## config.mk

```make
export PLATFORM = sky130hd
export DESIGN_NAME = stream_rr_arbiter
export DESIGN_NICKNAME = d
export VERILOG_FILES = /design/src/rtl/stream_arb_pkg.sv /design/src/rtl/rr_pick.sv /design/src/rtl/stream_rr_arbiter.sv
export SDC_FILE = /design/constraint.sdc
export NUM_CORES = 1
export LEC_CHECK = 0
export BUFFER_PORTS_ARGS = -buffer_cell sky130_fd_sc_hd__buf_4
export CAP_MARGIN = 20
export CORE_MARGIN = 2
export CORE_UTILIZATION = 35
export CTS_CLUSTER_SIZE = 16
export DETAILED_ROUTE_END_ITERATION = 8
export PLACE_DENSITY_LB_ADDON = 0.3
export SLEW_MARGIN = 20
export SYNTH_ARGS = -nofsm -noshare
export SYNTH_HDL_FRONTEND = slang
export SYNTH_SLANG_ARGS = --single-unit
```

## constraint.sdc

```tcl
create_clock -name clk_i -period 3 [get_ports clk_i]
set_clock_uncertainty 0.1 [all_clocks]
set_input_delay 0.45 -clock clk_i [delete_from_list [all_inputs] [get_ports clk_i]]
set_output_delay 0.45 -clock clk_i [all_outputs]
set_load 0.01 [all_outputs]
```

## src/rtl/stream_arb_pkg.sv

```systemverilog
// Shared types and helpers for the stream arbiters.
// Round-robin selection is kept here so other arbiters can reuse it.
package stream_arb_pkg;

  typedef enum logic {
    IDLE = 1'b0,
    BUSY = 1'b1
  } state_t;

  localparam int unsigned MAX_SRC = 32;

  // First requesting index after ptr, wrapping modulo n; ptr itself is last.
  function automatic int unsigned rr_next(
    input logic [MAX_SRC-1:0] req,
    input int unsigned        ptr,
    input int unsigned        n
  );
    int unsigned idx;
    int unsigned c;
    logic        found;
    idx   = ptr;
    found = 1'b0;
    for (int unsigned i = 1; i <= MAX_SRC; i++) begin
      if (!found && i <= n) begin
        c = (ptr + i) % n;
        if (req[c[4:0]]) begin
          idx   = c;
          found = 1'b1;
        end
      end
    end
    return idx;
  endfunction

endpackage

```

## src/rtl/rr_pick.sv

```systemverilog
// Combinational round-robin priority selector.
// idx is only meaningful while any is high.
module rr_pick
  import stream_arb_pkg::*;
#(
  parameter int unsigned G_NUM_SRC = 4
) (
  input  logic [G_NUM_SRC-1:0]         req,
  input  logic [$clog2(G_NUM_SRC)-1:0] ptr,
  output logic [$clog2(G_NUM_SRC)-1:0] idx,
  output logic                         any
);

  localparam int unsigned W = $clog2(G_NUM_SRC);

  logic [MAX_SRC-1:0] req_ext;

  always_comb begin
    req_ext                 = '0;
    req_ext[G_NUM_SRC-1:0]  = req;
    idx = W'(rr_next(req_ext, 32'(ptr), G_NUM_SRC));
  end

  assign any = |req;

endmodule

```

## src/rtl/stream_rr_arbiter.sv

```systemverilog
// Packet-granular round-robin merge of several valid/ready streams
// onto one fully registered output stream.
module stream_rr_arbiter
  import stream_arb_pkg::*;
#(
  parameter int unsigned G_NUM_SRC   = 4,
  parameter int unsigned G_DATA_SIZE = 8
) (
  input  logic                             clk_i,
  input  logic                             rst_i,
  input  logic [G_NUM_SRC-1:0]             s_valid_i,
  output logic [G_NUM_SRC-1:0]             s_ready_o,
  input  logic [G_NUM_SRC*G_DATA_SIZE-1:0] s_data_i,
  input  logic [G_NUM_SRC-1:0]             s_last_i,
  output logic                             m_valid_o,
  input  logic                             m_ready_i,
  output logic [G_DATA_SIZE-1:0]           m_data_o,
  output logic                             m_last_o,
  output logic [$clog2(G_NUM_SRC)-1:0]     m_src_o
);

  localparam int unsigned SRC_W = $clog2(G_NUM_SRC);

  state_t                 state_q;
  state_t                 state_d;
  logic [SRC_W-1:0]       grant_q;
  logic [SRC_W-1:0]       ptr_q;
  logic [SRC_W-1:0]       pick_idx;
  logic                   pick_any;
  logic [G_DATA_SIZE-1:0] beat_data;
  logic                   beat_last;
  logic                   beat_valid;
  logic                   out_free;
  logic                   xfer;

  rr_pick #(
    .G_NUM_SRC(G_NUM_SRC)
  ) u_pick (
    .req(s_valid_i),
    .ptr(ptr_q),
    .idx(pick_idx),
    .any(pick_any)
  );

  always_comb begin
    beat_data  = '0;
    beat_last  = 1'b0;
    beat_valid = 1'b0;
    for (int unsigned k = 0; k < G_NUM_SRC; k++) begin
      if (grant_q == SRC_W'(k)) begin
        beat_data  = s_data_i[k*G_DATA_SIZE +: G_DATA_SIZE];
        beat_last  = s_last_i[k];
        beat_valid = s_valid_i[k];
      end
    end
  end

  // Output slot can take a beat when empty or draining this cycle.
  assign out_free = !m_valid_o || m_ready_i;
  assign xfer     = (state_q == BUSY) && beat_valid && out_free;

  always_ff @(posedge clk_i or posedge rst_i) begin
    if (rst_i) begin
      state_q <= IDLE;
    end else begin
      state_q <= state_d;
    end
  end

  always_comb begin
    state_d = state_q;
    unique case (state_q)
      IDLE: if (pick_any) state_d = BUSY;
      BUSY: if (xfer && beat_last) state_d = IDLE;
    endcase
  end

  always_comb begin
    s_ready_o = '0;
    if (state_q == BUSY) begin
      for (int unsigned k = 0; k < G_NUM_SRC; k++) begin
        s_ready_o[k] = (grant_q == SRC_W'(k)) && out_free;
      end
    end
  end

  always_ff @(posedge clk_i or posedge rst_i) begin
    if (rst_i) begin
      grant_q <= '0;
      ptr_q   <= SRC_W'(G_NUM_SRC - 1);
    end else begin
      if (state_q == IDLE && pick_any) grant_q <= pick_idx;
      if (xfer && beat_last) ptr_q <= grant_q;
    end
  end

  always_ff @(posedge clk_i or posedge rst_i) begin
    if (rst_i) begin
      m_valid_o <= 1'b0;
      m_data_o  <= '0;
      m_last_o  <= 1'b0;
      m_src_o   <= '0;
    end else if (xfer) begin
      m_valid_o <= 1'b1;
      m_data_o  <= beat_data;
      m_last_o  <= beat_last;
      m_src_o   <= grant_q;
    end else if (m_ready_i) begin
      m_valid_o <= 1'b0;
    end
  end

endmodule
```

; ---- After elaboration in Yosys (flattened, before gate mapping)
; Index checks and enable logic that the tools add are counted.
[classes]
n_lt_le_gt_ge = 4
addsub = 4
n_reduce_logical = 13
muxes = 38
bitwise_logic = 1
eq_ne = 3
[ops]
columns = operator, n
row1 = $mux W8, 4
row2 = $lt A2 B6 Y1 const B, 4
row3 = $mux W1, 21
row4 = $mux W2, 7
row5 = $bmux W1 S2, 4
row6 = $logic_and A1 B1 Y1, 8
row7 = $add A2 B1 Y2 const B, 2
row8 = $add A2 B2 Y2 const B, 2
row9 = $eq A2 B2 Y1 const B, 2
row10 = $mux W4, 1
row11 = $reduce_or A4 Y1, 1
row12 = $eq A2 B1 Y1 const B, 1
row13 = $logic_not A2 Y1, 1
row14 = $pmux W1 S2, 1
row15 = $reduce_bool A2 Y1, 1
row16 = $logic_not A1 Y1, 1
row17 = $logic_or A1 B1 Y1, 1
row18 = $not A1 Y1, 1
[totals]
out_inout_bits = 16
word_cells = 70
register_bits = 17

; ---- Logic depth before layout (Yosys ltp)
[depth]
word_depth = 10
depth_mapped = 5

; ---- Cells and area by module
; Synthesis repeated with hierarchy kept, for this count alone.
[hier_totals]
cells_unflattened = 77
hier_area_um2 = 1064.8
[modules_own_cells]
columns = mod, cells_each, instances, area_per_inst_um2
row1 = stream_rr_arbiter, 63, 1, 992.2
row2 = rr_pick, 14, 1, 72.6

; ---- Least setup slack after synthesis
; OpenSTA, ideal clock, no wires.
[synth_path]
path_type = register -> register
from = register grant_q[1]
to = register m_data_o[0]
path_buffers = 2
arrival_ns = 1.502
setup_time_ns = 0.125
period_less_slack_ns = 1.727
setup_slack_ns = 1.273
stages_incl_launch_ff = 6
required_ns = 2.775
cell_sequence = dfrtp_1 -> buf_6 -> mux4_2 -> nand3_2 -> buf_12 -> mux2_4
[synth_via]
elab_chain_len = 7
elab_cells_between_ends = 14
cone_classes = 3 x eq/ne / 8 x mux / 3 x reduce/logical
[synth_lines]
columns = item, line_no
row1 = start: declaration, stream_rr_arbiter.sv:26  ; logic [SRC_W-1:0] grant_q;
row2 = start signal: assignment, stream_rr_arbiter.sv:92  ; if (state_q == IDLE && pick_any) grant_q <= pick_idx;
row3 = $logic_not A2 Y1, stream_rr_arbiter.sv:50  ; if (grant_q == SRC_W'(k)) begin
row4 = $mux W1 (4 in series), stream_rr_arbiter.sv:50
row5 = $logic_and A1 B1 Y1 (2 in series), stream_rr_arbiter.sv:60  ; assign xfer = (state_q == BUSY) && beat_valid && out_free;
row6 = end signal: assignment, stream_rr_arbiter.sv:105  ; m_data_o <= beat_data;
row7 = end: declaration, stream_rr_arbiter.sv:17  ; output logic [G_DATA_SIZE-1:0] m_data_o,
; Parallel ways exist; a longest one is shown, timed or not.
; A chain may end at the register's enable or synchronous reset.

; ---- Final worst setup path
[layout_path]
from = register grant_q[0]
to = output port s_ready_o[1]
[layout_via]
elab_chain_len = 3
[layout_lines]
columns = item, line_no
row1 = $eq A2 B1 Y1, stream_rr_arbiter.sv:82  ; s_ready_o[k] = (grant_q == SRC_W'(k)) && out_free;
row2 = $logic_and A1 B1 Y1, stream_rr_arbiter.sv:82
row3 = $mux W4, stream_rr_arbiter.sv:80  ; if (state_q == BUSY) begin
row4 = end: declaration, stream_rr_arbiter.sv:12  ; output logic [G_NUM_SRC-1:0] s_ready_o,
; No other way between the ends.

==> metrics.yaml <==
pwr:
  power.density_mw_per_mm2: 906
  peakVddDrop_v: 0.000317
  switching_share: 0.343
  power_frac_seq: 0.370
  combPwrFrac: 0.546
  leakage_nw: 0.740
  total_power_mw: 1.38
  pwr-share-clk: 0.085
  switchingPower_mw: 0.473
  p_int_mw: 0.905
clock_tree:
  clock_path_buffers: 2
  htreeDepth: 1
  cts-root-buf: "clkbuf_4"
  clk_pin_slew_ps: 90
  cts_sinks: 17
  ctsResizeCount: 0
  ctsHoldBuffers: 0
  clkLatencyLatePin_ps: 280
  cts_tree: "yes"
  numCtsBuffers: 3
  post-cts-setup-buffer-count: 0
setup_path:
  reg2regPathDepth: 3
  cp.depth: 3
  r2r_slack_ps: 790
  endpoint: "s_ready_o[1]"
  start_kind: "register"
  cp_max_fo: 15
  worstSetupPathType: "register to output pin"
  critPathArrivalTime_ps: 1690
  regToRegEndpoint: "m_data_o[3]"
  crit_chain: "inv_1 -> nor3_1 -> buf_4"
  end_kind: "output pin"
  crit_slowest_cell: "dfrtp_1"
  crit_start: "grant_q[0]"
  cp_num_buf_inv: 2
  max_stage_delay_ps: 800
  required_ps: 2450
  cp_top_family: "flip-flops"
  reg2reg_from: "grant_q[1]"
layout:
  final_cell_mix: "58 x buf_4, 15 x dfrtp_1, 9 x mux2_4"
  drive_gt1_frac: 0.642
  nets: 178
  syn_to_final_growth_pct: 42.2
  fin_util: 0.511
  fillers: 276
  final_area_sq_mm: 0.00152
  final_common_cell: "buf_4"
  antenna_cells: 0
yosys:
  synth_top_family_by_area: "multiplexers"
  synthMuxAreaShare: 0.375
  ys_types: 30
  syn_nets: 121
  yosysTopAreaCellShare: 0.351
  synth_xor_area_frac: 0
  synthSimpleGateAreaFrac: 0.109
  syn_area_per_cell_sq_um: 13.7
  ys_seq_area_frac: 0.400
  synth-compound-area-share: 0.0608
  netlist_area_sq_mm: 0.00107
  yosys_warnings: 0
  ys_ff_latch: 17
  synthTopCellsByArea: "dfrtp_1 35%, mux4_2 17%, mux2_4 13%"
  synthCells: 78
  yosysTopAreaCell: "dfrtp_1"
  synthAdderAreaFrac: 0
place:
  dp.final_hpwl_um: 1880
  dpl_cell_area_sq_mm: 0.00150
  io_buffers: 58
  gp_congestion: 0.750
sta:
  rsz0062_at_grt: "false"
  worst-slew-pin-transition_ps: 692
  setup_violations: 0
  max_freq_mhz: 446
  hold_viol: 0
  tns_ps: 0
  relSlewSlack: 0.538
  slew_violations: 0
  period_needed_ps: 2240
  post-route-period-util: 0.747
global_routing:
  track_usage: 0.150
  antenna_found_initial: 0
  globalRouteOverflowTotal: 0
  grt_max_degree: 18
  grt_pass1_wl_um: 3940
  grt_pass1_vias: 829
die:
  die_area_sq_mm: 0.00351
  row_count: 20
  fp.dieW_um: 59.3
  io_pins: 59
  core_area_sq_mm: 0.00298
  die_h_um: 59.3
  initial_core_util: 0.359
route:
  avgViaCountPerCell: 5.05
  wl_um: 2390
  postRouteAntennaNets: 0
  vias: 844
  firstDrtPassIters: 4
  wl_per_cell_um: 14.3
  drt_iter0_drc: 21
  drc_errors: 0
worst_hold_path:
  min_path_type: "input pin to async pin"
run:
  drv_cap: 0
status:
  status: "finished, final reports clean"
metrics by stage:
step / hold slack [ps] / std cells / setup WS [ps]
after floorplan: 275 / 78 / 1270
after detailed placement: 392 / 163 / 744
after global routing: 196 / 167 / 529
after global placement: 391 / 163 / 806
final: 144 / 167 / 759
after CTS: 158 / 167 / 707
worst min-delay path by stage:
stage | startpoint | to | slack, ps
after floorplan | rst_i | grant_q[0] | 270
after global placement | m_last_o | m_last_o | 390
after detailed placement | m_last_o | m_last_o | 390
after CTS | rst_i | m_data_o[2] | 160
after global routing | rst_i | m_data_o[2] | 200
final | rst_i | m_data_o[7] | 140
logic make-up (layout without fill, tap and decap cells):
logic type             Yosys count  in the layout
AO/OA/AOI/OAI                    9              9
buffers and inverters            8             64
flip-flops                      17             17
multiplexers                    22             22
AND/OR/NAND/NOR                 22             22
area by class of cell:
type,instances,area (sq um),area share
multi-input combinational,53,583,0.383
timing repair buffer,58,435,0.286
sequential,17,428,0.281
tap,33,41.3,0.0271
clock buffer,4,26.3,0.0173
inverter,2,7.51,0.00493
per-layer routing:
metal  up-vias  part of all wire  GRT usage
li1        407                 -          -
met1       395              0.42      0.206
met2        40              0.47      0.228
met3         2              0.11     0.0415
met4         0            0.0034     0.0487
met5         -                 0          0
sequential cells by signal, indices dropped and copies added (netlist names):
signal	count
m_data_o	8
grant_q	2
m_src_o	2
ptr_q	2
m_last_o	1
m_valid_o	1
state_q	1
power groups by stage:
stage | Combinational (mW) | Sequential (mW) | Clock (mW)
2_1_floorplan | 0.595 | 0.455 | 0
3_3_place_gp | 0.743 | 0.510 | 0
3_5_place_dp | 0.756 | 0.519 | 0
4_1_cts | 0.763 | 0.515 | 0.123
5_1_grt | 0.818 | 0.541 | 0.133
6_report | 0.752 | 0.509 | 0.117
synth_stat cells:
cell type   n
buf_2       1
nor4_1      1
clkbuf_1    2
nand4_1     1
o41ai_1     1
nor3b_1     1
mux2_2      3
a41oi_1     1
a21bo_2     1
o21ai_0     2
inv_1       2
dfrtp_1    15
a21o_1      2
nand2b_1    3
mux4_1      2
buf_12      1
mux2_4      9
buf_4       1
nand2_1     4
mux4_2      8
nor3_1      2
buf_6       1
nor2_1      5
a21oi_1     1
nand3_2     1
nand3_1     1
nor2b_1     2
dfstp_2     2
o21a_1      1
or2_2       1
(Power assumes the default switching activity.)
